File: src/rtl/persp_divide_array.sv
// rtl/persp_divide_array.sv - batch perspective divide (x/w, y/w) over NUM_VTX vertices with one shared sequential divider
module persp_divide_array #(
    parameter int DATA_W    = 21,
    parameter int NUM_VTX   = 4,
    parameter int FRAC_BITS = 0
) (
    input  logic                        CLK,
    input  logic                        rst,
    input  logic                        start,
    input  logic [NUM_VTX*DATA_W-1:0]   x_in,
    input  logic [NUM_VTX*DATA_W-1:0]   y_in,
    input  logic [NUM_VTX*DATA_W-1:0]   w_in,
    output logic                        busy,
    output logic                        done,
    output logic [NUM_VTX*DATA_W-1:0]   vtx_x_out,
    output logic [NUM_VTX*DATA_W-1:0]   vtx_y_out,
    output logic [NUM_VTX*DATA_W-1:0]   vtx_z_out,
    output logic [NUM_VTX-1:0]          div0_flag
);
    localparam int N  = DATA_W + FRAC_BITS;
    localparam int NE = 2 * NUM_VTX;
    localparam int EW = (NE > 2) ? $clog2(NE) : 1;
    localparam int CW = $clog2(N);
    localparam int VW = NUM_VTX * DATA_W;

    localparam logic [N-1:0]      LIM  = N'(64'd1 << (DATA_W - 1));
    localparam logic [DATA_W-1:0] MAXV = {1'b0, {(DATA_W-1){1'b1}}};
    localparam logic [DATA_W-1:0] MINV = {1'b1, {(DATA_W-1){1'b0}}};

    typedef enum logic [2:0] {IDLE, LOAD, DIV, STORE, DONE} state_t;

    state_t               state;
    logic [VW-1:0]        x_snap, y_snap, w_snap;
    logic [NE*DATA_W-1:0] res;
    logic [EW-1:0]        e;
    logic [CW-1:0]        cnt;
    logic [N-1:0]         dvd;
    logic [N-1:0]         quo;
    logic [DATA_W-1:0]    dvs;
    logic [DATA_W-1:0]    rem;
    logic                 neg, a_neg, w_zero;

    int                   vk;
    logic [DATA_W-1:0]    a_sel, w_sel, a_mag, w_mag, val;
    logic [DATA_W:0]      rem_shift;
    logic                 sub_ok;
    logic [NE*DATA_W-1:0] res_next;
    logic [VW-1:0]        nx, ny;
    logic [NUM_VTX-1:0]   nflag;

    always_comb begin
        vk        = int'(e) >> 1;
        a_sel     = e[0] ? y_snap[vk*DATA_W +: DATA_W] : x_snap[vk*DATA_W +: DATA_W];
        w_sel     = w_snap[vk*DATA_W +: DATA_W];
        a_mag     = a_sel[DATA_W-1] ? -a_sel : a_sel;
        w_mag     = w_sel[DATA_W-1] ? -w_sel : w_sel;
        rem_shift = {rem, dvd[N-1]};
        sub_ok    = rem_shift >= {1'b0, dvs};

        // w = 0 forces the rail matching the sign of the numerator
        if (w_zero)
            val = a_neg ? MINV : MAXV;
        else if (neg)
            val = (quo > LIM) ? MINV : -quo[DATA_W-1:0];
        else
            val = (quo >= LIM) ? MAXV : quo[DATA_W-1:0];

        res_next = res;
        res_next[int'(e)*DATA_W +: DATA_W] = val;

        nx    = '0;
        ny    = '0;
        nflag = '0;
        for (int k = 0; k < NUM_VTX; k++) begin
            nx[k*DATA_W +: DATA_W] = res_next[(2*k)*DATA_W +: DATA_W];
            ny[k*DATA_W +: DATA_W] = res_next[(2*k+1)*DATA_W +: DATA_W];
            nflag[k]               = (w_snap[k*DATA_W +: DATA_W] == '0);
        end
    end

    always_ff @(posedge CLK or posedge rst) begin
        if (rst) begin
            state     <= IDLE;
            x_snap    <= '0;
            y_snap    <= '0;
            w_snap    <= '0;
            res       <= '0;
            e         <= '0;
            cnt       <= '0;
            dvd       <= '0;
            quo       <= '0;
            dvs       <= '0;
            rem       <= '0;
            neg       <= 1'b0;
            a_neg     <= 1'b0;
            w_zero    <= 1'b0;
            busy      <= 1'b0;
            done      <= 1'b0;
            vtx_x_out <= '0;
            vtx_y_out <= '0;
            vtx_z_out <= '0;
            div0_flag <= '0;
        end else begin
            done <= 1'b0;
            case (state)
                IDLE: if (start) begin
                    x_snap <= x_in;
                    y_snap <= y_in;
                    w_snap <= w_in;
                    e      <= '0;
                    busy   <= 1'b1;
                    state  <= LOAD;
                end
                LOAD: begin
                    dvd    <= N'(a_mag) << FRAC_BITS;
                    dvs    <= w_mag;
                    neg    <= a_sel[DATA_W-1] ^ w_sel[DATA_W-1];
                    a_neg  <= a_sel[DATA_W-1];
                    w_zero <= (w_sel == '0);
                    rem    <= '0;
                    cnt    <= '0;
                    state  <= DIV;
                end
                DIV: begin
                    rem <= sub_ok ? DATA_W'(rem_shift - {1'b0, dvs}) : rem_shift[DATA_W-1:0];
                    quo <= {quo[N-2:0], sub_ok};
                    dvd <= dvd << 1;
                    if (cnt == CW'(N - 1))
                        state <= STORE;
                    else
                        cnt <= cnt + 1'b1;
                end
                STORE: begin
                    res <= res_next;
                    if (e == EW'(NE - 1)) begin
                        // outputs commit together with the done pulse of the DONE cycle
                        vtx_x_out <= nx;
                        vtx_y_out <= ny;
                        vtx_z_out <= w_snap;
                        div0_flag <= nflag;
                        done      <= 1'b1;
                        state     <= DONE;
                    end else begin
                        e     <= e + 1'b1;
                        state <= LOAD;
                    end
                end
                DONE: begin
                    busy  <= 1'b0;
                    state <= IDLE;
                end
                default: state <= IDLE;
            endcase
        end
    end
endmodule

File: config.mk
export PLATFORM = sky130hd
export DESIGN_NAME = persp_divide_array
export DESIGN_NICKNAME = d
export VERILOG_FILES = /design/src/rtl/persp_divide_array.sv
export SDC_FILE = /design/constraint.sdc
export NUM_CORES = 2
export LEC_CHECK = 0
export BUFFER_PORTS_ARGS = -buffer_cell sky130_fd_sc_hd__buf_2
export CAP_MARGIN = 0
export CORE_ASPECT_RATIO = 2
export CORE_MARGIN = 4
export CORE_UTILIZATION = 49
export CTS_CLUSTER_SIZE = 40
export DETAILED_ROUTE_END_ITERATION = 10
export PLACE_DENSITY = 0.7
export SLEW_MARGIN = 20
export SYNTH_ARGS = -nofsm -noshare
export SYNTH_HDL_FRONTEND = slang
export SYNTH_SLANG_ARGS = --single-unit
File: constraint.sdc
create_clock -name CLK -period 37.2 [get_ports CLK]
set_input_delay 3.72 -clock CLK [delete_from_list [all_inputs] [get_ports CLK]]
set_output_delay 3.72 -clock CLK [all_outputs]
set_load 0.02 [all_outputs]
# ---- Word-level counts from Yosys, hierarchy flattened
# Index checks and enable logic that the tools add are counted.
# Widths: inputs -> output; s select.
dict set report totals {
  register_bits 776
  inputBits 255
  word_cells 88
  output_inout_bits 258
}
dict set report classes {
  bitwise 1
  shift 5
  n_lt_le_gt_ge 3
  eq_ne 10
  muxes 25
  reduce_logical 15
  n_addsub 7
  mul 2
}
# operator n
set op_table {}
lappend op_table {{$mux 21} 9}
lappend op_table {{$bwmux 168} 1}
lappend op_table {{$shift 21x33->168 const A} 1}
lappend op_table {{$shiftx 21x33->168} 1}
lappend op_table {{$shiftx 84x32->21} 2}
lappend op_table {{$logic_not 21->1} 5}
lappend op_table {{$pmux 21 s2} 2}
lappend op_table {{$shiftx 84x8->21} 1}
lappend op_table {{$neg 21->21} 3}
lappend op_table {{$neg 8->33} 1}
lappend op_table {{$ge 22x21->1} 1}
lappend op_table {{$ge 21x21->1 const B} 1}
lappend op_table {{$gt 21x21->1 const B} 1}
lappend op_table {{$sub 21x21->21} 1}
lappend op_table {{$mux 3} 5}
lappend op_table {{$pmux 3 s4} 1}
lappend op_table {{$pmux 5 s2} 1}
lappend op_table {{$reduce_and 2->1} 5}
lappend op_table {{$mul 3x5->8 const B} 1}
lappend op_table {{$ne 2x2->1 const B} 4}
lappend op_table {{$mul 2x5->7 const B} 1}
lappend op_table {{$eq 3x2->1 const B} 2}
lappend op_table {{$eq 3x3->1 const B} 2}
lappend op_table {{$pmux 3 s2} 1}
lappend op_table {{other kinds (11)} 15}

# ---- Logic depth before layout (Yosys ltp)
dict set report logic_depth {
  depth_word 6
  depth_mapped 18
  ltp_nobuf 11
}

# ---- Worst setup path after synthesis
# Ideal clock, no wire load.
dict set report synth_path {
  path_kind {input to register}
  from {input port start}
  to {register w_snap[0]}
  t_required_ps 37075
  cell_stages 5
  path_slack_ps 31971
  t_arrival_ps 5104
  n_path_buf 2
  setup_time_ps 125
  path_cell_list {nand2_1 -> nor2_1 -> clkbuf_1 -> clkbuf_1 -> mux2_2}
}
dict set report synth_between {
  elab_chain_len 1
}
# item line_no
set synth_lines {}
lappend synth_lines {{from (decl)} 9} ;# input logic start,
lappend synth_lines {{$reduce_and 2->1 (no line)} n/a}
lappend synth_lines {{to (signal assigned)} 109} ;# w_snap <= w_in;
lappend synth_lines {{to (decl)} 33} ;# logic [VW-1:0] x_snap, y_snap, w_snap;
# Every way passes these cells.
# A chain may end at the register's enable or synchronous reset.

==> impl_metrics.tcl <==
set metrics [dict create \
    path_class "in -> async" \
    antenna_found_initial 13 \
    syn_to_final_growth_pct 15.9 \
    synth_cells 3365 \
    p_sw_mw 1.49 \
    clock_path_buffers 3 \
    r2r_start "e[0]$_DFFE_PP0P_" \
    avgRoutedWirePerCell_um 22.2 \
    worst_path_max_delay_cell "buf_4" \
    numClockSinks 776 \
    vias 27300 \
    synth_flop_cell "dfrtp_1" \
    fin_crit_ns 7.09 \
    dieArea_um2 77100 \
    worstSetupStartpoint "rst" \
    grt_remaining_overflow 0 \
    power.density_nw_per_um2 89.1 \
    cpPeakStageDelay_ns 0.84 \
    cts_buffers 69 \
    ios 513 \
    clkLatencyLatePin_ns 0.65 \
    portBuffers 512 \
    fmax_ghz 0.141 \
    hp-class "reg -> reg" \
    worstHoldStart "vtx_z_out[4]$_DFFE_PP0P_" \
    cts_tree "done" \
    grt_pass1_vias 27600 \
    arrival_ns 7.77 \
    die_h_um 389 \
    firstDrtPassIters 5 \
    cts_root_buf "clkbuf_16" \
    seq_area_um2 19400 \
    cpMostUsedCell "buf_4" \
    place_ws_ns 28.93 \
    final.setup.tns_ns 0 \
    finalHoldViolations 0 \
    synth_area_leader_cell "dfrtp_1" \
    yosys_register_bits 776 \
    pwr-share-clk_pct 20.5 \
    max_slew_margin_pct 20.3 \
    top_layer "met5" \
    yosys-top-cells-area "dfrtp_1 55%, mux2_2 8.6%, nand2_1 6.9%" \
    wl_met2_mm 52.7 \
    coreArea_um2 71800 \
    synth.top_cell.area_share_pct 54.7 \
    skew_ns 0.0340 \
    cts-resized-gates 0 \
    final_util_pct 57.3 \
    grt_max_degree 202 \
    setup_viol 0 \
    place_congestion 0.905 \
    die_w_um 198 \
    syn_nets 3653 \
    async_reset_ff_share_pct 100 \
    rsz0062_at_grt "no" \
    drt_drc_violations_left 0 \
    first_iter_violations 1719 \
    rows 139 \
    wl_met1_mm 38.0 \
    grt_pass1_wl_mm 162 \
    netlist_area_um2 35500 \
    clk_pin_slew_ns 0.07 \
    startpoint_type "primary input" \
    worst_slew_pin_slew_ns 1.19 \
    maxCapViolCount 0 \
    ir_drop_mv 0.0672 \
    p_seq_share_pct 38.3 \
    wirelength_mm 105 \
    path_cells "buf_2 > inv_8 > buf_4 > buf_4 > buf_4 > buf_6" \
    vias_per_cell 5.75 \
    seq_area_frac_synth_pct 54.7 \
    crit_buf_inv 6 \
    status "complete, no violations" \
    p_leak_nw 19.5 \
    multiInputGateArea_um2 15100 \
    fin_ws_ns 30.11 \
    end_kind "async pin" \
    sw_frac_of_total_pct 40.5 \
    n_fill_cell 6201 \
    route.met3.wl_mm 7.64 \
    hpwl_mm 76.1 \
    slew_viol_final 0 \
    cts_setup_buffers 0 \
    nNetsFinal 4052 \
    required_ns 37.89 \
    power_mw 3.67 \
    ys_warn_count 0 \
    cp_max_fo 109 \
    groute.usage.overall_pct 27.1 \
    cellInternalPower_mw 2.18 \
    start_util_pct 49.4 \
    ctsHoldBuffers 0 \
    synth_edf_count 0 \
    post-route-period-util_pct 19.0 \
    avgSynthCellArea_um2 10.6 \
    pwr-share-comb_pct 41.2 \
    ant_nets 0 \
    drive_gt1_share_pct 27.3 \
    crit_family "buffers and inverters" \
    synth.distinct_cells 81 \
    htreeDepth 3 \
]
-- worst reg2reg max path: stages (launching register included) --
cell	delay (ns)
dfrtp_4	0.73
ha_1	0.33
ha_1	0.23
nand2_4	0.10
buf_4	0.64
buf_4	0.80
buf_4	0.97
a21oi_1	0.10
o21ai_0	0.45
o21a_1	0.22
-- synth_stat cells (all sizes together) (4+ instances only) --
| cell | instances |
|---|---|
| or2 | 9 |
| clkbuf | 188 |
| a22o | 16 |
| o211ai | 6 |
| a31oi | 9 |
| a21oi | 164 |
| nor2b | 9 |
| o21ai | 334 |
| inv | 42 |
| nor3b | 4 |
| a221oi | 48 |
| nand4 | 23 |
| or3 | 9 |
| nand2b | 14 |
| mux2i | 63 |
| nand2 | 652 |
| nor4 | 40 |
| or4 | 13 |
| nor3 | 56 |
| a211oi | 5 |
| o31ai | 25 |
| nor2 | 218 |
| a21o | 7 |
| nand3 | 36 |
| a32oi | 6 |
| a22oi | 30 |
| ha | 32 |
| mux4 | 56 |
| mux2 | 270 |
| nand3b | 5 |
| and2 | 10 |
| xnor2 | 26 |
| buf | 48 |
| or3b | 4 |
| o21a | 38 |
| xor2 | 30 |
| dfrtp | 776 |
-- cells in the final DEF (no fill, tap or decap), types with 23 or more instances in the layout --
| cell | netlist | final |
|---|---|---|
| a221oi_1 | 48 | 48 |
| nor2_1 | 217 | 215 |
| xnor2_1 | 26 | 26 |
| o21ai_1 | 40 | 40 |
| inv_1 | 42 | 41 |
| mux4_2 | 56 | 56 |
| dfrtp_1 | 776 | 773 |
| buf_4 | 4 | 48 |
| ha_1 | 32 | 32 |
| nand3_1 | 36 | 36 |
| a22oi_1 | 30 | 30 |
| mux2i_1 | 63 | 62 |
| o21a_1 | 37 | 37 |
| nor3_1 | 56 | 56 |
| buf_2 | 31 | 512 |
| xor2_1 | 30 | 30 |
| nand4_1 | 23 | 23 |
| o21ai_0 | 293 | 292 |
| nand2_1 | 651 | 649 |
| mux2_2 | 270 | 270 |
| o31ai_1 | 24 | 23 |
| a21oi_1 | 163 | 163 |
| clkbuf_16 | 0 | 72 |
| nor4_1 | 39 | 39 |
-- state kept, by name, indices dropped and copies added, names as in the netlist, 5 cells and up --
register   flops
cnt            5
dvd           21
dvs           21
quo           21
rem           21
res          168
vtx_x_out     84
vtx_y_out     84
vtx_z_out     84
w_snap        84
x_snap        84
y_snap        84
-- final timing paths --
kind                       depth (start not counted)                        end  slack [ns]
max in group CLK                                   6     y_snap[12]$_DFFE_PP0P_       31.60
min                                                2   vtx_z_out[4]$_DFFE_PP0P_        0.47
max reg2reg                                        9  vtx_x_out[58]$_DFFE_PP0P_       32.57
min in group asynchronous                          2  vtx_z_out[20]$_DFFE_PP0P_        3.22
min reg2reg                                        2   vtx_z_out[4]$_DFFE_PP0P_        0.47
max                                                6  vtx_x_out[13]$_DFFE_PP0P_       30.11
-- metal layers --
layer	track usage [%]	up-vias
met1	31.5	13400
met3	5.83	261
met5	0	-
met4	15.4	14
li1	-	12600
met2	46.0	1030
-- power by group through the flow --
stage	registers, mW	logic [mW]	clock network (mW)
floorplan	1.38	1.02	0
finish	1.41	1.51	0.752
global placement	1.40	1.48	0
detailed placement	1.42	1.51	0
CTS	1.40	1.51	0.768
global route	1.44	1.64	0.800
-- per-stage QoR --
step | area, um^2 | instances | hold slack [ns]
floorplan | 35500 | 3365 | 0.449
global placement | 38800 | 4609 | 0.454
detailed placement | 38800 | 4609 | 0.457
CTS | 41100 | 4732 | 0.476
global route | 41200 | 4736 | 0.496
finish | 41200 | 4742 | 0.473
-- area by class of cell --
cell class                      instances  area share (%)
Antenna cell                           10          0.0608
Clock buffer                          101            4.98
Clock inverter                         22           0.748
Inverter                               43           0.422
Multi-Input combinational cell       2310            36.6
Sequential cell                       776            47.2
Tap cell                              916            2.78
Timing Repair Buffer                  564            7.25
-- cells by family (layout without fill, tap and decap cells) --
family                     Yosys count  in the layout  share of synthesized area [%]
buffers and inverters              279            730                           3.14
and+or+nand+nor                   1114           1114                           13.4
other                                0             10                              0
DFF                                776            776                           54.7
adders and majority gates           33             33                           1.18
muxes                              389            389                           13.9
AOI/OAI and AO/OA                  718            718                           12.3
xor gates and xnor gates            56             56                           1.38
(Power assumes the default switching activity.)
